`src/rtl/activation_stage_if.sv`:
```
// Beat bus between the pool stage and the activation stage.
// The master drives the input beat; the slave returns the activated beat.
interface activation_stage_if #(
    parameter int MAT_MUL_SIZE = 8,
    parameter int DWIDTH       = 8,
    parameter int MASK_WIDTH   = MAT_MUL_SIZE
);
    logic                           in_data_available;
    logic [MAT_MUL_SIZE*DWIDTH-1:0] inp_data;
    logic [MASK_WIDTH-1:0]          validity_mask;
    logic [MAT_MUL_SIZE*DWIDTH-1:0] out_data;
    logic                           out_data_available;

    modport master (
        output in_data_available, inp_data, validity_mask,
        input  out_data, out_data_available
    );

    modport slave (
        input  in_data_available, inp_data, validity_mask,
        output out_data, out_data_available
    );
endinterface

```
`src/rtl/activation_stage.sv`:
```
// Per-lane ReLU / piecewise-linear tanh on Q4.4 beats, 2-cycle fixed latency.
// One beat per cycle, no backpressure; bypass passes the beat through combinationally.
module activation_stage #(
    parameter int MAT_MUL_SIZE = 8,
    parameter int DWIDTH       = 8,
    parameter int MASK_WIDTH   = MAT_MUL_SIZE
) (
    input  logic              clk,
    input  logic              reset,
    input  logic              enable_activation,
    input  logic              activation_type,
    activation_stage_if.slave bus,
    output logic              done_activation
);
    localparam int IW = DWIDTH + 2;
    localparam int CW = $clog2(MAT_MUL_SIZE + 1);
    localparam logic [IW-1:0] MAG_MAX = IW'((1 << (DWIDTH - 1)) - 1);
    localparam logic [CW-1:0] BEATS   = CW'(MAT_MUL_SIZE);

    logic                           clear;
    logic                           accept;
    logic                           s1_vld;
    logic                           s2_vld;
    logic                           s1_type;
    logic                           done_q;
    logic [CW-1:0]                  beat_cnt;
    logic [MAT_MUL_SIZE*DWIDTH-1:0] s2_data;

    // Disabling behaves like a reset of the pass: in-flight beats are dropped.
    assign clear  = reset || !enable_activation;
    assign accept = enable_activation && bus.in_data_available;

    always_ff @(posedge clk) begin
        if (clear) begin
            s1_vld   <= 1'b0;
            s2_vld   <= 1'b0;
            s1_type  <= 1'b0;
            beat_cnt <= '0;
            done_q   <= 1'b0;
        end else begin
            s1_vld <= bus.in_data_available;
            s2_vld <= s1_vld;
            if (accept) begin
                s1_type <= activation_type;
            end
            if (accept && beat_cnt != BEATS) begin
                beat_cnt <= beat_cnt + CW'(1);
            end
            // Looks at next-cycle pipeline occupancy so done lands right after the last output pulse.
            if (beat_cnt == BEATS && !s1_vld && !bus.in_data_available) begin
                done_q <= 1'b1;
            end
        end
    end

    for (genvar i = 0; i < MAT_MUL_SIZE; i++) begin : g_lane
        logic signed [IW-1:0] x_ext;
        logic [IW-1:0]        mag_full;
        logic [DWIDTH-2:0]    mag_d;
        logic [1:0]           seg_d;
        logic [DWIDTH-2:0]    s1_mag;
        logic [1:0]           s1_seg;
        logic                 s1_sign;
        logic                 s1_mask;
        logic [IW-1:0]        a;
        logic [IW-1:0]        tanh_mag;
        logic signed [IW-1:0] res_full;
        logic [DWIDTH-1:0]    res;
        logic [DWIDTH-1:0]    s2_res;

        assign x_ext    = IW'($signed(bus.inp_data[i*DWIDTH +: DWIDTH]));
        assign mag_full = x_ext[IW-1] ? -x_ext : x_ext;
        // Only the most negative code exceeds the positive range; clamp it.
        assign mag_d    = (mag_full > MAG_MAX) ? MAG_MAX[DWIDTH-2:0] : (DWIDTH-1)'(mag_full);
        assign seg_d    = (mag_full < IW'(16)) ? 2'd0 :
                          (mag_full < IW'(32)) ? 2'd1 : 2'd2;

        always_ff @(posedge clk) begin
            if (clear) begin
                s1_mag  <= '0;
                s1_seg  <= '0;
                s1_sign <= 1'b0;
                s1_mask <= 1'b0;
            end else if (accept) begin
                s1_mag  <= mag_d;
                s1_seg  <= seg_d;
                s1_sign <= x_ext[IW-1];
                s1_mask <= bus.validity_mask[i];
            end
        end

        assign a = IW'(s1_mag);

        always_comb begin
            tanh_mag = IW'(16);
            case (s1_seg)
                2'd0:    tanh_mag = (a + (a << 1)) >> 2;
                2'd1:    tanh_mag = (a >> 2) + IW'(8);
                default: tanh_mag = IW'(16);
            endcase
        end

        always_comb begin
            res_full = '0;
            if (s1_type) begin
                res_full = s1_sign ? -$signed(tanh_mag) : $signed(tanh_mag);
            end else begin
                res_full = s1_sign ? '0 : $signed(a);
            end
        end

        assign res = s1_mask ? DWIDTH'(res_full) : '0;

        always_ff @(posedge clk) begin
            if (clear) begin
                s2_res <= '0;
            end else if (s1_vld) begin
                s2_res <= res;
            end
        end

        assign s2_data[i*DWIDTH +: DWIDTH] = s2_res;
    end

    assign bus.out_data           = enable_activation ? s2_data : bus.inp_data;
    assign bus.out_data_available = enable_activation ? s2_vld : bus.in_data_available;
    assign done_activation        = enable_activation ? done_q : 1'b1;
endmodule

```
`src/flat_wrapper.sv`:
```
// flat-port wrapper written by rule: the top's interface ports become plain ports
module activation_stage_flat 
#(
    parameter int MAT_MUL_SIZE = 8,
    parameter int DWIDTH       = 8,
    parameter int MASK_WIDTH   = MAT_MUL_SIZE
)
  (clk, reset, enable_activation, activation_type, done_activation, bus_in_data_available, bus_inp_data, bus_validity_mask, bus_out_data, bus_out_data_available);
  activation_stage_if #(.MAT_MUL_SIZE(MAT_MUL_SIZE), .DWIDTH(DWIDTH), .MASK_WIDTH(MASK_WIDTH)) bus_i ();
  input  logic clk;
  input  logic reset;
  input  logic enable_activation;
  input  logic activation_type;
  output logic done_activation;
  input wire logic [$bits(bus_i.in_data_available)-1:0] bus_in_data_available;
  input wire logic [$bits(bus_i.inp_data)-1:0] bus_inp_data;
  input wire logic [$bits(bus_i.validity_mask)-1:0] bus_validity_mask;
  output wire logic [$bits(bus_i.out_data)-1:0] bus_out_data;
  output wire logic [$bits(bus_i.out_data_available)-1:0] bus_out_data_available;
  assign bus_i.in_data_available = bus_in_data_available;
  assign bus_i.inp_data = bus_inp_data;
  assign bus_i.validity_mask = bus_validity_mask;
  assign bus_out_data = bus_i.out_data;
  assign bus_out_data_available = bus_i.out_data_available;
  activation_stage #(.MAT_MUL_SIZE(MAT_MUL_SIZE), .DWIDTH(DWIDTH), .MASK_WIDTH(MASK_WIDTH)) u_core (.clk(clk), .reset(reset), .enable_activation(enable_activation), .activation_type(activation_type), .bus(bus_i), .done_activation(done_activation));
endmodule
```
`config.mk`:
```
export PLATFORM = sky130hd
export DESIGN_NAME = activation_stage_flat
export DESIGN_NICKNAME = d
export VERILOG_FILES = /design/src/rtl/activation_stage_if.sv /design/src/rtl/activation_stage.sv /design/src/flat_wrapper.sv
export SDC_FILE = /design/constraint.sdc
export NUM_CORES = 1
export LEC_CHECK = 0
export CORE_AREA = 10 10 225 227
export DETAILED_ROUTE_END_ITERATION = 10
export DIE_AREA = 0 0 235 237
export PLACE_DENSITY_LB_ADDON = 0.3
export SLEW_MARGIN = 40
export SYNTH_ARGS = -nofsm -noshare
export SYNTH_HDL_FRONTEND = slang
export SYNTH_SLANG_ARGS = --single-unit
```
`constraint.sdc`:
```
create_clock -name clk -period 4.8 [get_ports clk]
set_input_delay 1.44 -clock clk [delete_from_list [all_inputs] [get_ports clk]]
set_output_delay 1.44 -clock clk [all_outputs]
set_load 0.05 [all_outputs]
```
==> results by group, run 1 <==
Floorplanning
  – Die ar.: between 50,000 and 60,000 um2
  – DIE WIDTH: 235 um
  – Die height: approximately 240 um
  – Core area: roughly 46,000 um2
  – I/O pins: between 100 and 150
  – Initial core utilization: 27.8%
  – # rows: 79

Critical path
  – Worst Path Arrival: 2.94 ns
  – Critical Path End Type: primary output
  – Max Fanout on Critical Path: 3
  – R2R Setup Slk: around 1.9 ns
  – Critical path class: input pin to primary output
  – Worst EP required: 3.36 ns
  – Startpoint Class: input pin

Clock tree
  – Clock-pin transition on the worst setup and hold timing paths: 0.07 ns
  – H-tree lvl count: 4
  – Hold buffers post-CTS: 0
  – CTS Root Cell: clkbuf_16
  – Number of buffers created by CTS: 17
  – Clk sinks: 160
  – CTS max path bufs: 2
  – Clk_lat worst skew: 0.46 ns
  – CTS tree: yes
  – PostCTS Resize Cnt: 0
  – Number of buffers added for setup after CTS: 0

STA
  – Worst slew pin tran: 0.736 ns
  – Worst hold margin: 0.452 ns
  – Final Hold Fails: 0
  – Slew Viols, Final: 0
  – Final Skew: 0.0141 ns
  – Setup violations, final: 0
  – Max_slew headroom: 50.9%
  – Fmax: 228 MHz
  – RSZ-0062 raised after global routing: no
  – TNS Setup: 0 ns
  – Final period util: 91.2%
  – Min Tclk post-route: 4.38 ns

Global routing
  – Pin count of the biggest net entering global routing: 77
  – GRT Overall Usage: between 10 and 15%
  – Gr ovfl total: 0
  – Busiest grt layer: met2
  – M1 GR Usage: between 10% and 20%
  – Vias in the first global route: 12.2k
  – Global Route met2 Usage: a little under a quarter
  – Routing usage on met3: 2.58%
  – First-pass GRT wire length: 66.9 mm
  – Antenna violations before repair: 0

Routing
  – WL/cell: 17.6 um
  – Post-DRT Antenna Nets: 0
  – DR vias/cell: 5.34
  – DR pass1 iterations: 5
  – Final wirelength: 42.0 mm
  – DRC Markers: 0
  – Vias: roughly 13k
  – DRT iter0 DRCs: 915

Synthesis
  – Main flop type after synthesis: dfxtp_1
  – Synthesized Nets: 1,843
  – Post-synth EDFFs: 0
  – Cells after Synth: 1,684
  – YS warnings: 0
  – Most common cell in the synthesized netlist: nand2_1
  – Register area share after synthesis: 25.0%
  – Largest cells by area after synthesis: dfxtp_1, ha_1, a21oi_1, o21ai_0, nand2_1
  – Asr flop ratio synth: 0%
  – Yosys reg bits: 160
  – Synth cell types: 79
  – Syn_area_per_cell: 7.61 um2
  – Top cell type by total area after synthesis: dfxtp_1
  – Synthesized cell area: 12,800 um2
  – Most frequent cells after synthesis: nand2_1, dfxtp_1, a21oi_1, nor2_1, o21ai_0
  – Yosys top cell area share: ~25%

Layout
  – # diodes: 0
  – Area delta synth->final: 19.1%
  – Fillers: 4,837
  – Share of post-route cells with drive strength above 1: 10.9%
  – Design area: 15,300 um2
  – Nets: 1,930

Worst hold path
  – Hold Crit Class: flip-flop to flip-flop

Pwr
  – VDD IR max: 0.179 mV
  – Pleak: 5.87 nW
  – Pwr Density: 244 nW/um2

Placement
  – DP Area: 14,700 um2
  – Post-DP HPWL: 30.9 mm
  – Gpl congestion: roughly 0.86
  – PortBufs: roughly 140

Run
  – Max-cap viol count: 0

Run status
  – Status: finished clean
## area by class of cell
class / count / area (um2) / area share [%]
clock inverter: 14 / 130 / 0.852
sequential: 160 / 3210 / 21.0
inverter: 82 / 309 / 2.02
multi-input combinational: 1350 / 8980 / 58.8
tap: 607 / 759 / 4.97
timing repair buffer: 160 / 1450 / 9.47
clock buffer: 18 / 439 / 2.88
## power breakdown
group          switching [mW]  leakage, nW  internal, mW
Clock                   0.642        0.271         0.734
Combinational           0.548         4.29         0.359
Sequential             0.0782         1.30          1.36
Total                    1.27         5.87          2.45
## flip-flops by register name, summed over array words and instances, names as in the netlist
name / flops
u_core.s1_type: 1
u_core.g_lane.s1_sign: 8
u_core.s1_vld: 1
u_core.g_lane.s1_seg: 16
u_core.done_q: 1
u_core.g_lane.s1_mag: 56
u_core.g_lane.s2_res: 64
u_core.beat_cnt: 4
u_core.g_lane.s1_mask: 8
u_core.s2_vld: 1
## final timing paths
path,startpoint,endpoint,cells past startpoint
worst min-delay path,u_core.g_lane[4].s2_res[7]$_SDFFE_PP0P_,u_core.g_lane[4].s2_res[7]$_SDFFE_PP0P_,2
worst max register to register,u_core.g_lane[4].s1_mag[2]$_SDFFE_PP0P_,u_core.g_lane[4].s2_res[6]$_SDFFE_PP0P_,8
worst min register to register,u_core.g_lane[4].s2_res[7]$_SDFFE_PP0P_,u_core.g_lane[4].s2_res[7]$_SDFFE_PP0P_,2
worst max-delay path,bus_inp_data[4],bus_out_data[4],3
## metal layers
layer  part of all wire [%]  up-vias
met1                     47     6093
li1                       -     6327
met3                    4.9       36
met2                     46      316
met4                    1.4        0
met5                      0        -
## cells by family (layout without fill, tap and decap cells)
logic type / Yosys count / after routing / synth area share [%]
buffers and inverters: 174 / 274 / 5.11
DFF: 160 / 160 / 25.0
xor gates and xnor gates: 59 / 59 / 4.03
adders and majority gates: 82 / 82 / 8.47
and+or+nand+nor: 576 / 576 / 21.9
muxes: 112 / 112 / 9.32
AOI/OAI and AO/OA: 521 / 521 / 26.2
## through the flow
stage               util, %  std cells  setup WS (ns)  power, mW
floorplan                 -       1684          0.443       2.07
global placement       31.8       2358          0.445       2.36
detailed placement     31.8       2358          0.414       2.37
CTS                    33.0       2390          0.412       3.75
global route           33.1       2391          0.358       3.90
finish                 33.1       2391          0.421       3.72
## critical path, stage by stage
cell	delay [ns]
clkdlybuf4s50_1	0.53
mux2_2	0.17
clkdlybuf4s50_1	0.80
## placed cells by master (no fill, tap or decap), types with 9 or more instances in the layout
cell type        count
nand2_1            172
dfxtp_1            158
a21oi_1            148
nor2_1             144
o21ai_0            133
inv_1               80
clkdlybuf4s50_1     78
buf_4               78
ha_1                74
nand3_1             58
mux2i_1             56
mux2_2              53
xor2_1              43
or3_1               34
nor3_1              30
a211oi_1            29
o31ai_1             22
nor2b_1             21
nand4_1             21
o21ai_1             17
clkbuf_16           17
xnor2_1             16
a31oi_1             13
and3_1              13
nand2b_1            11
a21o_1              11
a311oi_1            11
and2_1              10
o21a_1              10
a21boi_1            10
nor3b_1              9
Note: power is estimated with default switching activity, not from simulation.
==> inputs of run 2 (changes only) <==
--- a/config.mk
+++ b/config.mk
@@ -5,10 +5,11 @@
 export SDC_FILE = /design/constraint.sdc
 export NUM_CORES = 1
 export LEC_CHECK = 0
-export CORE_AREA = 10 10 225 227
+export CORE_AREA = 10 10 207 248
 export DETAILED_ROUTE_END_ITERATION = 10
-export DIE_AREA = 0 0 235 237
+export DIE_AREA = 0 0 217 258
 export PLACE_DENSITY_LB_ADDON = 0.3
+export SKIP_CTS_REPAIR_TIMING = 1
 export SLEW_MARGIN = 40
 export SYNTH_ARGS = -nofsm -noshare
 export SYNTH_HDL_FRONTEND = slang
==> constraint.sdc (replaced) <==
create_clock -name clk -period 4.8 [get_ports clk]
set_input_delay 0.96 -clock clk [delete_from_list [all_inputs] [get_ports clk]]
set_output_delay 0.96 -clock clk [all_outputs]
set_load 0.05 [all_outputs]
==> results by group, run 2 (synthesis gave the netlist of run 1 again) <==
Critical path
  – Critical path class: input pin to primary output
  – Worst EP required: 3.84 ns (+0.48 ns)
  – Startpoint Class: input pin
  – Critical Path End Type: primary output
  – Max Fanout on Critical Path: 9 (+6)
  – Worst Path Arrival: 2.75 ns (-0.19 ns)

Layout
  – Largest regs: u_core.g_lane.s2_res x64, u_core.g_lane.s1_mag x56, u_core.g_lane.s1_seg x16
  – Share of post-route cells with drive strength above 1: 6.91% (-4.0 points)
  – Most common cell after layout, fill and taps aside: nand2_1
  – Max reg flops: 64 (unchanged)
  – Design area: 15,400 um2 (+0.77%)
  – Largest Register: u_core.g_lane.s2_res
  – Core Util, Final: 33.0% (-0.052 points)
  – Area delta synth->final: 20.0%
  – Fillers: 4,993 (+3.2%)
  – # diodes: 0 (unchanged)
  – Nets: 1,925 (-0.26%)
  – Commonest non-fill, non-tap cells in the layout: nand2_1, dfxtp_1, a21oi_1, nor2_1, clkdlybuf4s50_1

Routing
  – DR pass1 iterations: 8 (+3)
  – WL/cell: 17.6 um (+0.25%)
  – DRC Markers: 0 (unchanged)
  – DR vias/cell: 5.34 (about the same)
  – Post-DRT Antenna Nets: 0 (unchanged)
  – Final wirelength: 42.3 mm (+0.71%)
  – DRT iter0 DRCs: 774 (-15%)
  – Vias: 12.8k (+0.51%)

Global routing
  – First-pass GRT wire length: 67.2 mm (+0.37%)
  – Pin count of the biggest net entering global routing: 77 (unchanged)
  – Antenna violations before repair: 0 (unchanged)
  – GRT Overall Usage: 14.6% (+0.14 points)
  – Vias in the first global route: 12.5k (+2.6%)
  – Gr ovfl total: 0 (unchanged)

STA
  – Final Skew: 0.00772 ns (-0.00633 ns)
  – Final Hold Fails: 0 (unchanged)
  – Setup violations, final: 0 (unchanged)
  – Max_slew headroom: 44.9% (-5.9 points)
  – Final period util: 77.4% (-14 points)
  – RSZ-0062 raised after global routing: no
  – TNS Setup: 0 ns (unchanged)
  – Min Tclk post-route: 3.71 ns (-0.666 ns)
  – Worst slew pin tran: 0.826 ns (+0.0899 ns)
  – Worst hold margin: 0.469 ns (+0.0166 ns)
  – Slew Viols, Final: 0 (unchanged)
  – Fmax: 269 MHz (+18%)

Pwr
  – VDD IR max: 0.223 mV (+24%)
  – Pwr Density: 243 nW/um2 (-0.35%)
  – Pleak: 5.75 nW (-1.9%)

Clock tree
  – H-tree lvl count: 4 (unchanged)
  – Number of buffers created by CTS: 17 (unchanged)
  – Clock-pin transition on the worst setup and hold timing paths: 0.06 ns (about the same)
  – CTS Root Cell: clkbuf_16
  – CTS max path bufs: 2 (unchanged)
  – Clk sinks: 160 (unchanged)
  – CTS tree: yes
  – Clk_lat worst skew: 0.45 ns (about the same)

Run status
  – Status: finished clean

Placement
  – Post-DP HPWL: 31.4 mm (+1.8%)
  – Gpl congestion: 0.855 (about the same)
  – PortBufs: 142 (unchanged)
  – DP Area: 14,800 um2 (+0.82%)

Floorplanning
  – Initial core utilization: 27.5% (-0.26 points)
  – DIE WIDTH: 217 um (-7.7%)
  – # rows: 87 (+10%)
  – I/O pins: 143 (unchanged)
  – Die height: 258 um (+8.9%)
  – Die ar.: 56,000 um2 (+0.52%)
  – Core area: 46,600 um2 (+0.93%)

Run
  – Max-cap viol count: 0 (unchanged)

Worst hold path
  – Hold Crit Class: flip-flop to flip-flop
-- run 2: cell types whose count changed in the layout (fill, tap and decap cells not counted), moves of 2 or more --
cell | before | now
buf_4 | 78 | 14
clkinv_2 | 4 | 2
clkbuf_8 | 1 | 3
inv_6 | 4 | 1
clkbuf_1 | 0 | 4
clkinvlp_4 | 4 | 1
clkdlybuf4s50_1 | 78 | 140
buf_12 | 4 | 1
-- run 2: worst max-delay path, stage by stage --
cell and delay (ns):
clkdlybuf4s50_1 0.73, mux2_2 0.25, clkdlybuf4s50_1 0.81
-- run 2: cell type report --
class	instances	area [um2]	share of cell area (%)
Clock buffer	24	482	3.13
Clock inverter	8	104	0.675
Inverter	82	308	2.00
Multi-Input combinational cell	1350	8980	58.3
Sequential cell	160	3210	20.9
Tap cell	623	779	5.07
Timing Repair Buffer	155	1530	9.92
-- run 2: per-stage QoR --
stage	setup WS [ns]	power, mW	instances
after floorplan	1.40	2.07	1684
final	1.09	3.74	2402
after detailed placement	1.06	2.37	2370
after CTS	1.05	3.78	2402
after global routing	1.00	3.91	2402
after global placement	1.07	2.36	2370
-- run 2: report_power, final --
part	switching (mW)	leakage, nW	internal, mW
sequential	0.0800	1.30	1.36
clock	0.580	0.285	0.809
combinational	0.545	4.16	0.363
-- run 2: metal layers --
layer | vias to the layer above | routed length [um] | global-route usage, %
met5 | - | 0 | 0
met4 | 0 | 1110 | 5.54
met3 | 57 | 1510 | 2.34
met2 | 266 | 21900 | 26.8
met1 | 6197 | 17800 | 16.6
li1 | 6317 | - | -
-- run 2: final timing paths --
kind | from | endpoint | slack (ns) | depth (start not counted)
setup / recovery | bus_inp_data[23] | bus_out_data[23] | 1.09 | 3
hold / removal | u_core.g_lane[0].s2_res[7]$_SDFFE_PP0P_ | u_core.g_lane[0].s2_res[7]$_SDFFE_PP0P_ | 0.47 | 2
setup reg to reg | u_core.g_lane[4].s1_mag[2]$_SDFFE_PP0P_ | u_core.g_lane[4].s2_res[6]$_SDFFE_PP0P_ | 1.91 | 8
hold reg to reg | u_core.g_lane[0].s2_res[7]$_SDFFE_PP0P_ | u_core.g_lane[0].s2_res[7]$_SDFFE_PP0P_ | 0.47 | 2
==> inputs of run 3 (changes only) <==
==> constraint.sdc (replaced) <==
create_clock -name clk -period 3.6 [get_ports clk]
set_input_delay 0.72 -clock clk [delete_from_list [all_inputs] [get_ports clk]]
set_output_delay 0.72 -clock clk [all_outputs]
set_load 0.05 [all_outputs]
==> results by group, run 3 (synthesis gave the netlist of run 1 again) <==
Routing
  – DR pass1 iterations: 5 (-3)
  – Vias: 12.7k (-1.3%)
  – Post-DRT Antenna Nets: 0 (unchanged)
  – DRT iter0 DRCs: 662 (-14%)
  – DR vias/cell: 5.25 (-1.8%)
  – Final wirelength: 42.2 mm (-0.30%)
  – DRC Markers: 0 (unchanged)
  – WL/cell: 17.5 um (-0.79%)

STA
  – Slew Viols, Final: 0 (unchanged)
  – Worst hold margin: 0.446 ns (-0.0232 ns)
  – Final period util: around nine tenths
  – RSZ-0062 raised after global routing: no
  – Final Hold Fails: 0 (unchanged)
  – Min Tclk post-route: between 3 and 4 ns
  – Final Skew: 0.00711 ns (-0.000614 ns)
  – TNS Setup: 0 ns (unchanged)
  – Worst slew pin tran: 0.818 ns (-0.00822 ns)
  – Fmax: 315 MHz
  – Fin worst setup slack: 0.428 ns (-0.659 ns)
  – Max_slew headroom: 45.5% (+0.55 points)
  – Setup violations, final: 0 (unchanged)

Critical path
  – Worst Path Arrival: 2.45 ns (-0.30 ns)
  – Critical Path End Type: primary output
  – Max Fanout on Critical Path: 27 (+18)
  – R2R Setup Slk: 0.67 ns (-1.24 ns)
  – RR Endpoint: u_core.g_lane[4].s2_res[6]$_SDFFE_PP0P_
  – Max stage delay on crit path: 0.76 ns (-0.05 ns)
  – Worst-path cell chain: buf_4 -> buf_12 -> mux2_2 -> clkdlybuf4s50_1
  – Worst R2R Path Depth: 8 (unchanged)
  – CP delay by family, top: buffers and inverters
  – Worst EP required: 2.88 ns (-0.96 ns)
  – Instance count on the critical path: 4 (+1)
  – Startpoint Class: input pin
  – R2R Path Start: u_core.g_lane[4].s1_mag[2]$_SDFFE_PP0P_
  – Critical Path Source: enable_activation
  – Critical path's slowest cell: clkdlybuf4s50_1
  – Worst Setup EP: bus_out_data[19]
  – Critical path class: input pin to primary output
  – Worst path bufs/invs: 3 (+1)

Layout
  – Area delta synth->final: 21.3%
  – Share of post-route cells with drive strength above 1: 7.88% (+0.96 points)
  – Commonest non-fill, non-tap cells in the layout: nand2_1, dfxtp_1, a21oi_1, nor2_1, clkdlybuf4s50_1
  – Nets: 1,936 (+0.57%)
  – Largest regs: u_core.g_lane.s2_res x64, u_core.g_lane.s1_mag x56, u_core.g_lane.s1_seg x16
  – Fillers: 4,972 (-0.42%)
  – Max reg flops: 64 (unchanged)
  – Largest Register: u_core.g_lane.s2_res
  – Most common cell after layout, fill and taps aside: nand2_1
  – Non-filler instance count after layout: 2,414 (+0.50%)

Clock tree
  – H-tree lvl count: 4 (unchanged)
  – Clk_lat worst skew: 0.45 ns (about the same)
  – CTS max path bufs: 2 (unchanged)
  – Clk sinks: 160 (unchanged)
  – CTS Root Cell: clkbuf_16
  – Clock-pin transition on the worst setup and hold timing paths: 0.06 ns (about the same)
  – CTS tree: yes
  – Number of buffers created by CTS: 17 (unchanged)

Pwr
  – VDD IR max: 0.299 mV (+34%)
  – Pleak: 5.85 nW (+1.7%)
  – Pwr Density: 334 nW/um2 (+38%)

Placement
  – Post-Place Worst Slack: 0.421 ns (-0.643 ns)
  – Gpl congestion: 0.864 (+1.0%)
  – PortBufs: 142 (unchanged)
  – Post-DP HPWL: 31.7 mm (+0.99%)
  – Placed instance count: 2,381 (+0.46%)

Floorplanning
  – Core area: 46,600 um2 (unchanged)
  – I/O pins: 143 (unchanged)
  – Die ar.: 56,000 um2 (unchanged)
  – Die height: 258 um (unchanged)
  – # rows: 87 (unchanged)
  – Initial core utilization: 27.5% (unchanged)
  – DIE WIDTH: 217 um (unchanged)

Global routing
  – Global Route met2 Usage: 27.3% (+0.53 points)
  – Gr ovfl total: 0 (unchanged)
  – First-pass GRT wire length: 67.2 mm (about the same)
  – Routing usage on met3: 2.11% (-0.23 points)
  – Vias in the first global route: 12.5k (-0.47%)
  – Pin count of the biggest net entering global routing: 77 (unchanged)
  – Antenna violations before repair: 0 (unchanged)
  – GRT Overall Usage: 14.6% (about the same)
  – Busiest grt layer: met2
  – M1 GR Usage: 16.8% (+0.13 points)

Run status
  – Status: finished clean

Worst hold path
  – Hold Crit Class: flip-flop to flip-flop

Run
  – Max-cap viol count: 0 (unchanged)
-- run 3: changes by cell type in the layout (fill, tap and decap cells not counted), sizes merged, moves of 3 or more --
cell           before  now
clkbuf             24   20
buf                15   30
clkdlybuf4s50     140  136
bufinv              2    5
-- run 3: power breakdown --
group          leakage [nW]  internal (mW)  switching (mW)
logic                  4.23          0.491           0.727
clock network         0.317           1.27           0.792
registers              1.30           1.81           0.100
-- run 3: cell type report --
cell class	count	area [um2]	area share (%)
Multi-Input combinational cell	1350	8980	57.7
Antenna cell	1	2.50	0.0161
Clock buffer	20	457	2.94
Timing Repair Buffer	166	1610	10.4
Clock inverter	12	205	1.32
Inverter	82	308	1.98
Tap cell	623	779	5.01
Sequential cell	160	3210	20.6
-- run 3: worst min-delay path by stage --
stage	from	endpoint	slack, ns	cells past startpoint
after floorplan	u_core.g_lane[4].s2_res[7]$_SDFFE_PP0P_	u_core.g_lane[4].s2_res[7]$_SDFFE_PP0P_	0.42	2
after global placement	u_core.g_lane[0].s2_res[7]$_SDFFE_PP0P_	u_core.g_lane[0].s2_res[7]$_SDFFE_PP0P_	0.45	2
after detailed placement	u_core.g_lane[0].s2_res[7]$_SDFFE_PP0P_	u_core.g_lane[0].s2_res[7]$_SDFFE_PP0P_	0.44	2
after CTS	u_core.g_lane[0].s2_res[7]$_SDFFE_PP0P_	u_core.g_lane[0].s2_res[7]$_SDFFE_PP0P_	0.45	2
after global routing	u_core.g_lane[0].s2_res[7]$_SDFFE_PP0P_	u_core.g_lane[0].s2_res[7]$_SDFFE_PP0P_	0.49	2
final	u_core.g_lane[0].s2_res[7]$_SDFFE_PP0P_	u_core.g_lane[0].s2_res[7]$_SDFFE_PP0P_	0.45	2
-- run 3: worst reg2reg max path, delay by kind of cell, from the launching register on --
kind            cells  cell delay [ns]
flops               1             0.49
mux                 1             0.30
fa+ha+maj           1             0.35
compound gates      4             0.94
simple gates        2             0.75
-- run 3: per-layer routing --
metal / up-vias / wire (um)
li1: 6331 / -
met1: 6062 / 18000
met2: 236 / 22100
met3: 42 / 1260
met4: 0 / 815
met5: - / 0
-- run 3: metrics by stage --
step	power, mW	area, um2	utilization (%)
4_1_cts	5.25	15500	33.4
5_1_grt	5.44	15500	33.4
2_1_floorplan	2.76	12800	-
3_3_place_gp	3.16	14900	32.0
3_5_place_dp	3.17	14900	32.0
6_report	5.20	15600	33.4
